`src/rtl/cpu_pkg.sv`:
```
// cpu_pkg: definitions shared by the CPU front-end blocks.
//   ADDR_W           - PC / instruction-memory address width
//   INSTR_W          - instruction word width
//   CNT_W            - fetch counter width
//   DEFAULT_RESET_PC - PC value loaded on reset
//   fetch_state_t    - fetch-stage control state (IDLE, RUN, HALT)
package cpu_pkg;

  localparam int ADDR_W  = 8;
  localparam int INSTR_W = 32;
  localparam int CNT_W   = 16;

  localparam logic [ADDR_W-1:0] DEFAULT_RESET_PC = 8'h00;

  typedef enum logic [1:0] {
    IDLE = 2'd0,
    RUN  = 2'd1,
    HALT = 2'd2
  } fetch_state_t;

endpackage

```
`src/rtl/if_pipe_reg.sv`:
```
// if_pipe_reg: valid/ready output register between fetch and decode.
// Ports:
//   clk, rst_n  - rising-edge clock, asynchronous active-low reset
//   load        - capture load_instr/load_pc and mark the register valid
//   hold        - decode is stalling a valid word; keep everything as is
//   clear       - the held word left for decode and nothing replaces it
//   flush       - discard the held word (branch redirect), overrides all
//   load_instr  - instruction word to capture
//   load_pc     - address of that word
//   valid       - register holds an instruction for decode
//   instr, pc   - held instruction and its address
module if_pipe_reg #(
  parameter int ADDR_W  = cpu_pkg::ADDR_W,
  parameter int INSTR_W = cpu_pkg::INSTR_W
) (
  input  logic               clk,
  input  logic               rst_n,
  input  logic               load,
  input  logic               hold,
  input  logic               clear,
  input  logic               flush,
  input  logic [INSTR_W-1:0] load_instr,
  input  logic [ADDR_W-1:0]  load_pc,
  output logic               valid,
  output logic [INSTR_W-1:0] instr,
  output logic [ADDR_W-1:0]  pc
);

  import cpu_pkg::*;

  // A flush only drops the valid bit; the stale word stays in place but is
  // never observed by decode because valid is low.
  always_ff @(posedge clk or negedge rst_n) begin
    if (!rst_n) begin
      valid <= 1'b0;
      instr <= '0;
      pc    <= '0;
    end else if (flush) begin
      valid <= 1'b0;
    end else if (!hold) begin
      if (load) begin
        valid <= 1'b1;
        instr <= load_instr;
        pc    <= load_pc;
      end else if (clear) begin
        valid <= 1'b0;
      end
    end
  end

endmodule

```
`src/rtl/if_fetch.sv`:
```
// if_fetch: instruction-fetch stage.
// Owns the program counter, presents it combinationally to instruction
// memory, and captures the returned word into a valid/ready register that
// feeds decode. Supports start/halt control, branch redirect with flush,
// decode back-pressure and a count of instructions handed to decode.
// Ports:
//   clk, rst_n           - rising-edge clock, asynchronous active-low reset
//   start                - pulse: IDLE/HALT -> RUN
//   halt_req             - pulse: RUN -> HALT
//   redirect_valid/_pc   - taken branch/jump and its target
//   imem_addr/imem_data  - combinational instruction memory interface
//   if_valid/if_ready    - handshake towards decode
//   if_instr/if_pc       - fetched word and its address
//   halted               - high whenever the stage is not in RUN
//   fetch_count          - instructions accepted by decode (wraps)
// Optional build macro FETCH_WRAP_TRAP_EN: a fetch at the last address
// halts the core at that address instead of wrapping to zero; only a
// redirect followed by start (or reset) resumes execution.
module if_fetch #(
  parameter int                ADDR_W   = cpu_pkg::ADDR_W,
  parameter int                INSTR_W  = cpu_pkg::INSTR_W,
  parameter logic [ADDR_W-1:0] RESET_PC = cpu_pkg::DEFAULT_RESET_PC,
  parameter int                CNT_W    = cpu_pkg::CNT_W
) (
  input  logic               clk,
  input  logic               rst_n,
  input  logic               start,
  input  logic               halt_req,
  input  logic               redirect_valid,
  input  logic [ADDR_W-1:0]  redirect_pc,
  output logic [ADDR_W-1:0]  imem_addr,
  input  logic [INSTR_W-1:0] imem_data,
  output logic               if_valid,
  input  logic               if_ready,
  output logic [INSTR_W-1:0] if_instr,
  output logic [ADDR_W-1:0]  if_pc,
  output logic               halted,
  output logic [CNT_W-1:0]   fetch_count
);

  import cpu_pkg::*;

  fetch_state_t      state, state_nxt;
  logic [ADDR_W-1:0] pc, pc_nxt;
  logic              fire;
  logic              transfer;
  logic              stall;
  logic              trap_hit;
  logic              trapped;

  assign imem_addr = pc;
  assign transfer  = if_valid && if_ready;
  assign stall     = if_valid && !if_ready;

`ifdef FETCH_WRAP_TRAP_EN
  // A trap is a normal fetch at the top address; the word is still issued.
  assign trap_hit = fire && (pc == {ADDR_W{1'b1}});

  // Remembers that we stopped on a trap so that a bare start cannot
  // re-fetch the top address; a redirect re-arms start.
  always_ff @(posedge clk or negedge rst_n) begin
    if (!rst_n) begin
      trapped <= 1'b0;
    end else if (redirect_valid) begin
      trapped <= 1'b0;
    end else if (trap_hit) begin
      trapped <= 1'b1;
    end
  end
`else
  assign trap_hit = 1'b0;
  assign trapped  = 1'b0;
`endif

  always_ff @(posedge clk or negedge rst_n) begin
    if (!rst_n) begin
      state <= IDLE;
    end else begin
      state <= state_nxt;
    end
  end

  // Halt beats start in RUN; halt is ignored outside RUN. Redirects never
  // change state, so IDLE is only left through start.
  always_comb begin
    state_nxt = state;
    case (state)
      IDLE:    if (start) state_nxt = RUN;
      RUN:     if (halt_req || trap_hit) state_nxt = HALT;
      HALT:    if (start && !trapped) state_nxt = RUN;
      default: state_nxt = IDLE;
    endcase
  end

  // Fetch only in RUN, never in a redirect or halt cycle, and only when the
  // output register is empty or being emptied this cycle.
  always_comb begin
    halted = 1'b1;
    fire   = 1'b0;
    if (state == RUN) begin
      halted = 1'b0;
      fire   = !redirect_valid && !halt_req && !stall;
    end
  end

  // Redirect has priority over sequential fetch in every state.
  always_comb begin
    pc_nxt = pc;
    if (redirect_valid) begin
      pc_nxt = redirect_pc;
    end else if (fire) begin
      pc_nxt = trap_hit ? pc : pc + ADDR_W'(1);
    end
  end

  always_ff @(posedge clk or negedge rst_n) begin
    if (!rst_n) begin
      pc <= RESET_PC;
    end else begin
      pc <= pc_nxt;
    end
  end

  // A word accepted in the same cycle as a redirect is discarded by the
  // flush, so it does not count as issued.
  always_ff @(posedge clk or negedge rst_n) begin
    if (!rst_n) begin
      fetch_count <= '0;
    end else if (transfer && !redirect_valid) begin
      fetch_count <= fetch_count + CNT_W'(1);
    end
  end

  if_pipe_reg #(
    .ADDR_W (ADDR_W),
    .INSTR_W(INSTR_W)
  ) u_pipe (
    .clk       (clk),
    .rst_n     (rst_n),
    .load      (fire),
    .hold      (stall),
    .clear     (transfer),
    .flush     (redirect_valid),
    .load_instr(imem_data),
    .load_pc   (pc),
    .valid     (if_valid),
    .instr     (if_instr),
    .pc        (if_pc)
  );

endmodule

```
`config.mk`:
```
export PLATFORM = sky130hd
export DESIGN_NAME = if_fetch
export DESIGN_NICKNAME = d
export VERILOG_FILES = /design/src/rtl/cpu_pkg.sv /design/src/rtl/if_pipe_reg.sv /design/src/rtl/if_fetch.sv
export SDC_FILE = /design/constraint.sdc
export NUM_CORES = 1
export LEC_CHECK = 0
export BUFFER_PORTS_ARGS = -buffer_cell sky130_fd_sc_hd__buf_2
export CAP_MARGIN = 10
export CORE_UTILIZATION = 48
export DETAILED_ROUTE_END_ITERATION = 8
export HOLD_SLACK_MARGIN = 0.15
export MAX_ROUTING_LAYER = met4
export PLACE_DENSITY = 0.79
export SYNTH_ARGS = -nofsm -noshare
export SYNTH_HDL_FRONTEND = slang
export SYNTH_SLANG_ARGS = --single-unit
```
`constraint.sdc`:
```
create_clock -name clk -period 2.05 [get_ports clk]
set_input_delay 0.205 -clock clk [delete_from_list [all_inputs] [get_ports clk]]
set_output_delay 0.205 -clock clk [all_outputs]
set_load 0.03 [all_outputs]
```
==> impl_metrics.json <==
{
  "status": "finished clean",
  "ys_seq_area_frac": 0.594,
  "seq_area_um2": 1680,
  "setup_viol": 0,
  "switching_share": 0.396,
  "cts_made_buffers": 9,
  "p_sw_uw": 2050,
  "cts-resized-gates": 0,
  "worstSetupPathType": "reg2reg",
  "slowest_delay_ns": 0.52,
  "area_growth_pct": 44.3,
  "worst_path_max_delay_cell": "or3b_1",
  "port_buffers": 111,
  "seqPwrFrac": 0.391,
  "synthDistinctLibCells": 38,
  "wl_met2_um": 3220,
  "row_count": 27,
  "cts_tree": "built",
  "grt_setup_unrepaired": "false",
  "grt_pass1_wl_um": 10400,
  "power.combinational.fraction": 0.403,
  "p_leak_uw": 0.00197,
  "maxSlewHeadroom": 0.730,
  "path_depth": 4,
  "clock-sinks": 67,
  "n_fill_cell": 395,
  "internal_power_uw": 3120,
  "antenna_found_initial": 0,
  "top_level_ports": 112,
  "endpoint_kind": "flip-flop",
  "htree_levels": 3,
  "hpwl_um": 3930,
  "worst_ep_arrival_time_ns": 1.97,
  "synth_top_area_frac": 0.594,
  "ir_drop_v": 0.000829,
  "syn-cell-area_um2": 2820,
  "yosysTopAreaCell": "dfrtp_1",
  "total_power_uw": 5170,
  "grt_pass1_vias": 2212,
  "critical_path_peak_fanout": 6,
  "clk_pin_slew_ns": 0.07,
  "synth.avg_cell_area_um2": 13.2,
  "die_area_um2": 6190,
  "synth_area_leaders": "dfrtp_1, mux2_2, xnor2_1",
  "synth_seq_cells": 67,
  "syn_nets": 261,
  "crit_family": "simple AND/OR/NAND/NOR gates",
  "postCtsHoldBufs": 41,
  "clk-insertion-delay-late_ns": 0.33,
  "multiInputGateArea_um2": 1090,
  "dr_wl_met3_um": 301,
  "ys_warn_count": 0,
  "maxCapViolCount": 0,
  "core_um2": 5570,
  "wl_met1_um": 2700,
  "top_layer": "met4",
  "skew_ns": 0.0103,
  "root_buffer": "clkbuf_8",
  "grt_overflow": 0,
  "layout_min_cycle_time_ns": 1.76,
  "fin_crit_sh": 0.858,
  "final_max_slew_viol_count": 0,
  "initial_core_util": 0.506,
  "clkPwrFrac": 0.206,
  "crit_path_cell_trace": "or3b_1, nor4b_4, nor3b_1, a211o_1",
  "drt_iter0_markers": 79,
  "layout.nets": 420,
  "clock.fmax_mhz": 569,
  "num_vias": 2179,
  "tns_ns": 0,
  "cts_buffer_depth": 2,
  "reg2regPathDepth": 4,
  "cts_setup_buffers": 0,
  "dr.pass1.iters": 4,
  "synthArstFlopShare": 1.00,
  "viasPerCell": 4.89,
  "post_drt_wl_per_cell_um": 14.1,
  "synth_edf_count": 0,
  "drt_drc_violations_left": 0,
  "die_h_um": 78.7,
  "ant_nets": 0,
  "die_x_um": 78.7,
  "cp_num_buf_inv": 0,
  "tightest_slew_ns": 0.404,
  "drive_gt1_frac": 0.455,
  "hold_class": "in2reg",
  "antenna_cells": 0,
  "finalWeightedCongestion": 0.761,
  "worstSetupStartpointType": "flip-flop",
  "netlist_instances": 213,
  "powerDensity_nw_per_um2": 1270,
  "hold_viol": 0,
  "required_ns": 2.26,
  "wirelength_um": 6310,
  "ys.flop_type": "dfrtp_1",
  "grt_usage": 0.227,
  "hold_depth": 3,
  "grt_max_degree": 68
}
==> cell families after synthesis <==
logic type / after synthesis / share of synthesized area
AO/OA/AOI/OAI: 14 / 0.0270
XOR/XNOR: 20 / 0.0621
adder cells (fa/ha/maj): 2 / 0.00887
buffers and inverters: 11 / 0.0231
flip-flops: 67 / 0.594
multiplexers: 41 / 0.163
AND/OR/NAND/NOR: 58 / 0.122
==> worst min-delay path: stages <==
cell and delay (ns):
buf_2 0.11, inv_1 0.04, o21ai_0 0.08
==> power by group through the flow <==
| stage | sequential [uW] | combinational, uW | clock, uW |
|---|---|---|---|
| final | 2020 | 2080 | 1060 |
| after floorplan | 2920 | 501 | 0 |
| after detailed placement | 2040 | 2020 | 0 |
| after global routing | 2080 | 2200 | 1140 |
| after CTS | 2020 | 2080 | 1080 |
| after global placement | 2030 | 1980 | 0 |
==> synthesized netlist by cell type (2+ instances only) <==
| cell | count |
|---|---|
| dfrtp_1 | 67 |
| mux2_2 | 36 |
| inv_1 | 4 |
| nor2_1 | 6 |
| ha_1 | 2 |
| nand2_1 | 19 |
| nand2b_1 | 2 |
| buf_4 | 4 |
| xor2_1 | 5 |
| o21ai_0 | 7 |
| nor3b_1 | 2 |
| and3_1 | 2 |
| o21ai_1 | 4 |
| nand3_1 | 8 |
| xnor2_1 | 15 |
| nor3_1 | 2 |
| mux2_1 | 4 |
| nand4_1 | 4 |
==> layout make-up <==
class                           instances  share of cell area
Timing Repair Buffer                  155               0.249
Inverter                                4             0.00369
Sequential cell                        67               0.412
Clock inverter                          2             0.00922
Tap cell                               72              0.0221
Multi-Input combinational cell        135               0.267
Clock buffer                           11              0.0372
==> routing by layer <==
| metal | up-vias | GRT usage |
|---|---|---|
| met4 | 0 | 0.0944 |
| li1 | 1054 | - |
| met5 | - | - |
| met1 | 1045 | 0.261 |
| met3 | 8 | 0.0453 |
| met2 | 72 | 0.388 |
==> path summary, 6_finish.rpt <==
| kind | start | to | slack, ns |
|---|---|---|---|
| max | state[1] | imem_addr[7] | 0.29 |
| min | halt_req | state[1] | 0.16 |
| max reg2reg | state[1] | imem_addr[7] | 0.29 |
| min reg2reg | u_pipe.instr[25] | u_pipe.instr[25] | 0.49 |
| max in group asynchronous | rst_n | u_pipe.instr[13] | 1.33 |
| min in group asynchronous | rst_n | u_pipe.pc[3] | 0.43 |
==> stage by stage <==
stage	utilization	cell area [um2]	std cells	worst slack, ns	hold slack, ns
global route	0.730	4070	446	0.186	0.176
global placement	0.623	3470	392	0.353	0.249
finish	0.730	4070	446	0.291	0.164
CTS	0.730	4070	446	0.282	0.163
floorplan	-	2820	213	0.412	-0.0906
detailed placement	0.623	3470	392	0.309	0.254
==> state kept, by name, summed over array words and instances (netlist names) <==
| register | flops |
|---|---|
| u_pipe.instr | 32 |
| fetch_count | 16 |
| imem_addr | 8 |
| u_pipe.pc | 8 |
| state | 2 |
| u_pipe.valid | 1 |
==> cell usage in the layout (no fill, tap or decap), types with 2 or more instances in the layout <==
cell type and n:
and3_1 2, buf_12 2, buf_2 111, clkbuf_8 11, dfrtp_1 67, dlygate4sd3_1 41, ha_1 2, inv_1 4
mux2_1 4, mux2_2 36, nand2_1 19, nand2b_1 2, nand3_1 8, nand4_1 4, nor2_1 5, nor3_1 2
nor3b_1 2, o21ai_0 7, o21ai_1 4, xnor2_1 15, xor2_1 5
(Power assumes the default switching activity.)
